## config.mk

```make
export PLATFORM = sky130hd
export DESIGN_NAME = mean_seq_ctrl
export DESIGN_NICKNAME = d
export VERILOG_FILES = /design/src/rtl/mean_seq_ctrl.sv
export SDC_FILE = /design/constraint.sdc
export NUM_CORES = 1
export LEC_CHECK = 0
export ABC_AREA = 1
export BUFFER_PORTS_ARGS = -buffer_cell sky130_fd_sc_hd__buf_2
export CORE_AREA = 4 4 58 60
export DETAILED_ROUTE_END_ITERATION = 6
export DIE_AREA = 0 0 62 64
export GPL_TIMING_DRIVEN = 0
export PLACE_DENSITY = 0.77
export SYNTH_ARGS = -nofsm -noshare
export SYNTH_HDL_FRONTEND = slang
export SYNTH_SLANG_ARGS = --single-unit
```

## constraint.sdc

```tcl
create_clock -name clk -period 1.95 [get_ports clk]
set_input_delay 0.2925 -clock clk [delete_from_list [all_inputs] [get_ports clk]]
set_output_delay 0.2925 -clock clk [all_outputs]
set_load 0.05 [all_outputs]
```

## src/rtl/mean_seq_ctrl.sv

```systemverilog
// Sequencer for the mean datapath: clears the accumulator, walks the ROM counter while
// accumulating, fires the divider on the final sum and captures the result after DIV_LAT.
//   state      | meaning
//   IDLE       | waiting for start
//   CLEAR      | accumulator clear, one cycle
//   ACCUM      | accumulate + count until counter carry-out
//   FLUSH      | aborted run; count to carry-out so the counter ends at 0
//   FLUSH_DONE | one-cycle done pulse after abort
//   WAIT       | divider latency countdown, then capture
module mean_seq_ctrl #(
  parameter int CNT_MAX = 255,
  parameter int DIV_LAT = 2,
  parameter int W       = 8
) (
  input  logic         clk,
  input  logic         rst,
  input  logic         start,
  input  logic         abort,
  input  logic         co,
  input  logic [W-1:0] mean_in,
  input  logic         zoz_in,
  output logic         enReg,
  output logic         cnten,
  output logic         clear,
  output logic         endiv,
  output logic         busy,
  output logic         done,
  output logic [W-1:0] mean_out,
  output logic         zoz_out,
  output logic         err,
  output logic         aborted
);

  localparam logic [2:0] S_IDLE       = 3'd0;
  localparam logic [2:0] S_CLEAR      = 3'd1;
  localparam logic [2:0] S_ACCUM      = 3'd2;
  localparam logic [2:0] S_FLUSH      = 3'd3;
  localparam logic [2:0] S_FLUSH_DONE = 3'd4;
  localparam logic [2:0] S_WAIT       = 3'd5;

  localparam int              TW       = $clog2(CNT_MAX + 1) + 1;
  localparam logic [TW-1:0]   TO_LAST  = TW'(CNT_MAX);
  localparam logic [TW-1:0]   TO_ONE   = TW'(1);
  localparam logic [3:0]      LAT_LOAD = 4'(DIV_LAT - 1);

  logic [2:0]    state_q, state_d;
  logic [TW-1:0] to_q, to_d;
  logic [3:0]    lat_q, lat_d;
  logic          done_q, done_d;
  logic [W-1:0]  mean_q, mean_d;
  logic          zoz_q, zoz_d;
  logic          err_q, err_d;
  logic          aborted_q, aborted_d;

  // The timeout counter keeps running across ACCUM and FLUSH: an aligned run spends
  // exactly CNT_MAX+1 cycles in the two states together, whatever the abort point.
  always_comb begin
    state_d   = state_q;
    to_d      = to_q;
    lat_d     = lat_q;
    done_d    = 1'b0;
    mean_d    = mean_q;
    zoz_d     = zoz_q;
    err_d     = err_q;
    aborted_d = aborted_q;
    case (state_q)
      S_IDLE: begin
        if (start) begin
          state_d   = S_CLEAR;
          err_d     = 1'b0;
          aborted_d = 1'b0;
        end
      end
      S_CLEAR: begin
        to_d = '0;
        if (abort) begin
          state_d   = S_FLUSH_DONE;
          aborted_d = 1'b1;
          done_d    = 1'b1;
        end else begin
          state_d = S_ACCUM;
        end
      end
      S_ACCUM: begin
        to_d = to_q + TO_ONE;
        if (co) begin
          state_d = S_WAIT;
          lat_d   = LAT_LOAD;
        end else if (abort) begin
          state_d   = S_FLUSH;
          aborted_d = 1'b1;
        end else if (to_q >= TO_LAST) begin
          state_d = S_IDLE;
          err_d   = 1'b1;
          done_d  = 1'b1;
        end
      end
      S_FLUSH: begin
        to_d = to_q + TO_ONE;
        if (co) begin
          state_d = S_FLUSH_DONE;
          done_d  = 1'b1;
        end else if (to_q >= TO_LAST) begin
          state_d = S_IDLE;
          err_d   = 1'b1;
          done_d  = 1'b1;
        end
      end
      S_FLUSH_DONE: begin
        state_d = S_IDLE;
      end
      S_WAIT: begin
        // abort beats a same-cycle capture; the counter already wrapped on entry
        if (abort) begin
          state_d   = S_FLUSH_DONE;
          aborted_d = 1'b1;
          done_d    = 1'b1;
        end else if (lat_q == 4'd0) begin
          state_d = S_IDLE;
          mean_d  = mean_in;
          zoz_d   = zoz_in;
          done_d  = 1'b1;
        end else begin
          lat_d = lat_q - 4'd1;
        end
      end
      default: begin
        state_d = S_IDLE;
      end
    endcase
  end

  always_ff @(posedge clk or posedge rst) begin
    if (rst) begin
      state_q   <= S_IDLE;
      to_q      <= '0;
      lat_q     <= '0;
      done_q    <= 1'b0;
      mean_q    <= '0;
      zoz_q     <= 1'b0;
      err_q     <= 1'b0;
      aborted_q <= 1'b0;
    end else begin
      state_q   <= state_d;
      to_q      <= to_d;
      lat_q     <= lat_d;
      done_q    <= done_d;
      mean_q    <= mean_d;
      zoz_q     <= zoz_d;
      err_q     <= err_d;
      aborted_q <= aborted_d;
    end
  end

  assign enReg    = (state_q == S_ACCUM);
  assign cnten    = (state_q == S_ACCUM) || (state_q == S_FLUSH);
  assign clear    = (state_q == S_CLEAR);
  assign endiv    = (state_q == S_ACCUM) && co;
  assign busy     = (state_q != S_IDLE);
  assign done     = done_q;
  assign mean_out = mean_q;
  assign zoz_out  = zoz_q;
  assign err      = err_q;
  assign aborted  = aborted_q;

endmodule
```

==> impl_metrics.tcl <==
set metrics [dict create \
    run_status "complete, no violations" \
    wire_per_inst_um 11.1 \
    grt_start_max_net_pins 29 \
    cts_tree "yes" \
    synth_edf_count 0 \
    achievable-frequency_mhz 547 \
    power_density_nw_per_um2 1590 \
    core_sq_um 2930 \
    net-switching-power_mw 1.43 \
    floorplan.rows 20 \
    finalWirelength_um 2910 \
    switching_share_pct 50.3 \
    timing.rr.start "to_q[0]" \
    post-synth-top-count-cell "sky130_fd_sc_hd__nand2_1" \
    dominantRegCellSynth "sky130_fd_sc_hd__dfrtp_1" \
    final.setup.tns_ps 0 \
    worst-endpoint-required_ps 1660 \
    timing.final.crit_share_pct 93.8 \
    dp_cells 255 \
    synth.largest_area_cell "sky130_fd_sc_hd__dfrtp_1" \
    regToRegEndpoint "err" \
    max_slew_violations 0 \
    cts_num_sinks 28 \
    startpoint_type "flip-flop" \
    setup.reg_to_reg.worst_slack_ps 280 \
    power.total_mw 2.84 \
    cp_cell_sequence "inv_2 > nand2_1 > clkinvlp_4 > clkbuf_4" \
    antennaDiodeCount 0 \
    cp-endpoint "cnten" \
    synth_async_sr_flop_share_pct 100 \
    post_synth_instance_area_sq_um 1510 \
    post-dp-hpwl_um 2240 \
    timing.critical_path.max_delay_family "buffers and inverters" \
    syn_area_per_cell_sq_um 7.85 \
    power.share.combinational_pct 54.1 \
    max_stage_delay_ps 500 \
    leakagePower_nw 0.955 \
    avgViaCountPerCell 5.04 \
    synth-seq-cells 28 \
    area_of_the_die_sq_um 3970 \
    detailedRoute.firstIterationViolations 32 \
    synth.net_count 209 \
    numPortBuffers 30 \
    pwr-share-seq_pct 32.6 \
    hold-path-cell-count 3 \
    dr.pass1.iters 4 \
    flow.area_growth_from_synthesis_pct 18.9 \
    gr-usage-all-layers_pct 16.5 \
    post_synth_most_frequent_cells "sky130_fd_sc_hd__nand2_1, sky130_fd_sc_hd__dfrtp_1, sky130_fd_sc_hd__inv_1" \
    netlist-cell-type-count 28 \
    vias 1321 \
    worst_skew_pair.late_latency_ps 320 \
    worstSetupPathType "reg2out" \
    synth_largest_type_area_fraction_pct 46.5 \
    p_clk_share_pct 13.3 \
    first_global_vias 1229 \
    boundaryPins 31 \
    finalClockSkew_ps 1.07 \
    cts_htree_levels 1 \
    reg2reg_depth 10 \
    post_synth_main_area_contributors "sky130_fd_sc_hd__dfrtp_1, sky130_fd_sc_hd__nand2_1, sky130_fd_sc_hd__inv_1" \
    postCtsHoldBufs 0 \
    max_cap_violations 0 \
    routabilityCongestion 0.844 \
    finalNetCount 247 \
    crit_cells 4 \
    cts.reportedPaths.clkPinSlew_ps 150 \
    fraction_of_layout_cells_with_a_size_suffix_above_1_pct 23.6 \
    intPower_mw 1.41 \
    drc_errors 0 \
    cp.buffers_inverters 3 \
    die_height_um 64 \
    largest_vdd_supply_drop_mv 1.04 \
    crit_path_start "state_q[2]" \
    post-route-min-period_ps 1830 \
    dieWidth_um 62 \
    overflow_left_after_global_routing 0 \
    ys.warnings.count 0 \
    yosysSeqAreaShare_pct 46.5 \
    worst_path_max_fanout 9 \
    grt_first_pass_wirelength_um 5130 \
    worst_pin_slew_ps 1010 \
    crit_slowest_cell "sky130_fd_sc_hd__dfrtp_2" \
    root_buffer "sky130_fd_sc_hd__clkbuf_4" \
    initial_core_util_pct 51.5 \
    max_slew_margin_pct 32.6 \
    layout.filler_cells 271 \
    initial_antenna_violation_count 0 \
    final-hold-violation-count 0 \
    finalSetupViolations 0 \
    stdcell_count 262 \
    rsz0062_at_grt "false" \
    syn_inst 192 \
    tritoncts_buffers 3 \
    final_antenna_net_count 0 \
    worst_hold_path_type "in2reg" \
    maximum_number_of_buffers_from_clock_root_to_sink 2 \
    critPathArrivalTime_ps 1540 \
    critPathCaptureType "output port" \
]
## per-layer routing
metal  global-route usage (%)  share of wire (%)  vias to the layer above
met1                     22.5                 47                      604
met5                        0                  0                        -
met2                     26.7                 48                       28
met4                     4.77               0.86                        0
met3                     2.42                4.4                        2
li1                         -                  -                      687
## worst register-to-register path: stages, from the launching register on
cell and delay (ps):
sky130_fd_sc_hd__dfrtp_1 440, sky130_fd_sc_hd__ha_1 220, sky130_fd_sc_hd__nand2_1 80, sky130_fd_sc_hd__nor2_1 70, sky130_fd_sc_hd__nand2_1 80, sky130_fd_sc_hd__nor2_1 50
sky130_fd_sc_hd__ha_1 170, sky130_fd_sc_hd__nor2_1 230, sky130_fd_sc_hd__nand3_1 110, sky130_fd_sc_hd__nand3_1 90, sky130_fd_sc_hd__nand2_1 50
## cell families (layout without fill, tap and decap cells)
logic type	count (synthesis)	count (layout)	synth area share, %
AO/OA/AOI/OAI	31	31	12.0
XOR/XNOR	4	4	2.33
adder cells (fa/ha/maj)	3	3	2.49
buffers and inverters	29	66	8.22
flip-flops	28	28	46.5
AND/OR/NAND/NOR	97	97	28.4
## registers in the layout, indices dropped and copies added (netlist names)
| signal | flops |
|---|---|
| aborted | 1 |
| done | 1 |
| mean_out | 8 |
| to_q | 9 |
| state_q | 3 |
| zoz_out | 1 |
| lat_q | 4 |
| err | 1 |
## what timing repair did
item,CTS,global route
endpoints found under the setup margin,1,2
gates resized for setup,1,4
setup buffers,0,3
## power by group through the flow
stage	clock [mW]	sequential [mW]	combinational, mW
4_1_cts	0.384	0.923	1.51
6_report	0.378	0.925	1.54
2_1_floorplan	0	1.30	0.805
5_1_grt	0.413	0.955	1.68
3_3_place_gp	0	0.924	1.49
3_5_place_dp	0	0.933	1.51
## cell usage in the layout, fill, tap and decap left out, types with 3 or more instances in the layout
cell type and instances:
sky130_fd_sc_hd__nor2_1 21, sky130_fd_sc_hd__nand2_1 56, sky130_fd_sc_hd__a21oi_1 3, sky130_fd_sc_hd__nand3_1 9
sky130_fd_sc_hd__dfrtp_1 26, sky130_fd_sc_hd__inv_1 24, sky130_fd_sc_hd__buf_2 28, sky130_fd_sc_hd__buf_4 3
sky130_fd_sc_hd__o21ai_0 17, sky130_fd_sc_hd__o22ai_1 4, sky130_fd_sc_hd__ha_1 3, sky130_fd_sc_hd__clkbuf_4 5
## worst min path at each step
stage / slack [ps] / startpoint / endpoint
6_report: 160 / mean_in[3] / mean_out[3]
5_1_grt: 150 / mean_in[3] / mean_out[3]
4_1_cts: 160 / mean_in[3] / mean_out[3]
3_5_place_dp: 500 / to_q[0] / to_q[0]
3_3_place_gp: 480 / lat_q[0] / lat_q[0]
2_1_floorplan: 360 / rst / aborted
## final cells by class
class	count	area [sq um]	share of cell area, %
sequential	28	703	39.3
multi-input combinational	135	688	38.4
timing repair buffer	33	178	9.92
inverter	27	105	5.87
tap	33	41.3	2.31
clock inverter	1	30.0	1.68
clock buffer	3	22.5	1.26
buffer	2	22.5	1.26
## through the flow
step | utilization, % | instance area, sq um | worst slack [ps] | hold slack [ps]
after floorplan | - | 1510 | 125 | 358
after global placement | 58.2 | 1700 | 283 | 482
after detailed placement | 58.2 | 1700 | 288 | 499
after CTS | 60.0 | 1760 | 41.3 | 160
after global routing | 61.2 | 1790 | 6.65 | 150
final | 61.2 | 1790 | 121 | 160
Power figures use the tool's default switching activity.
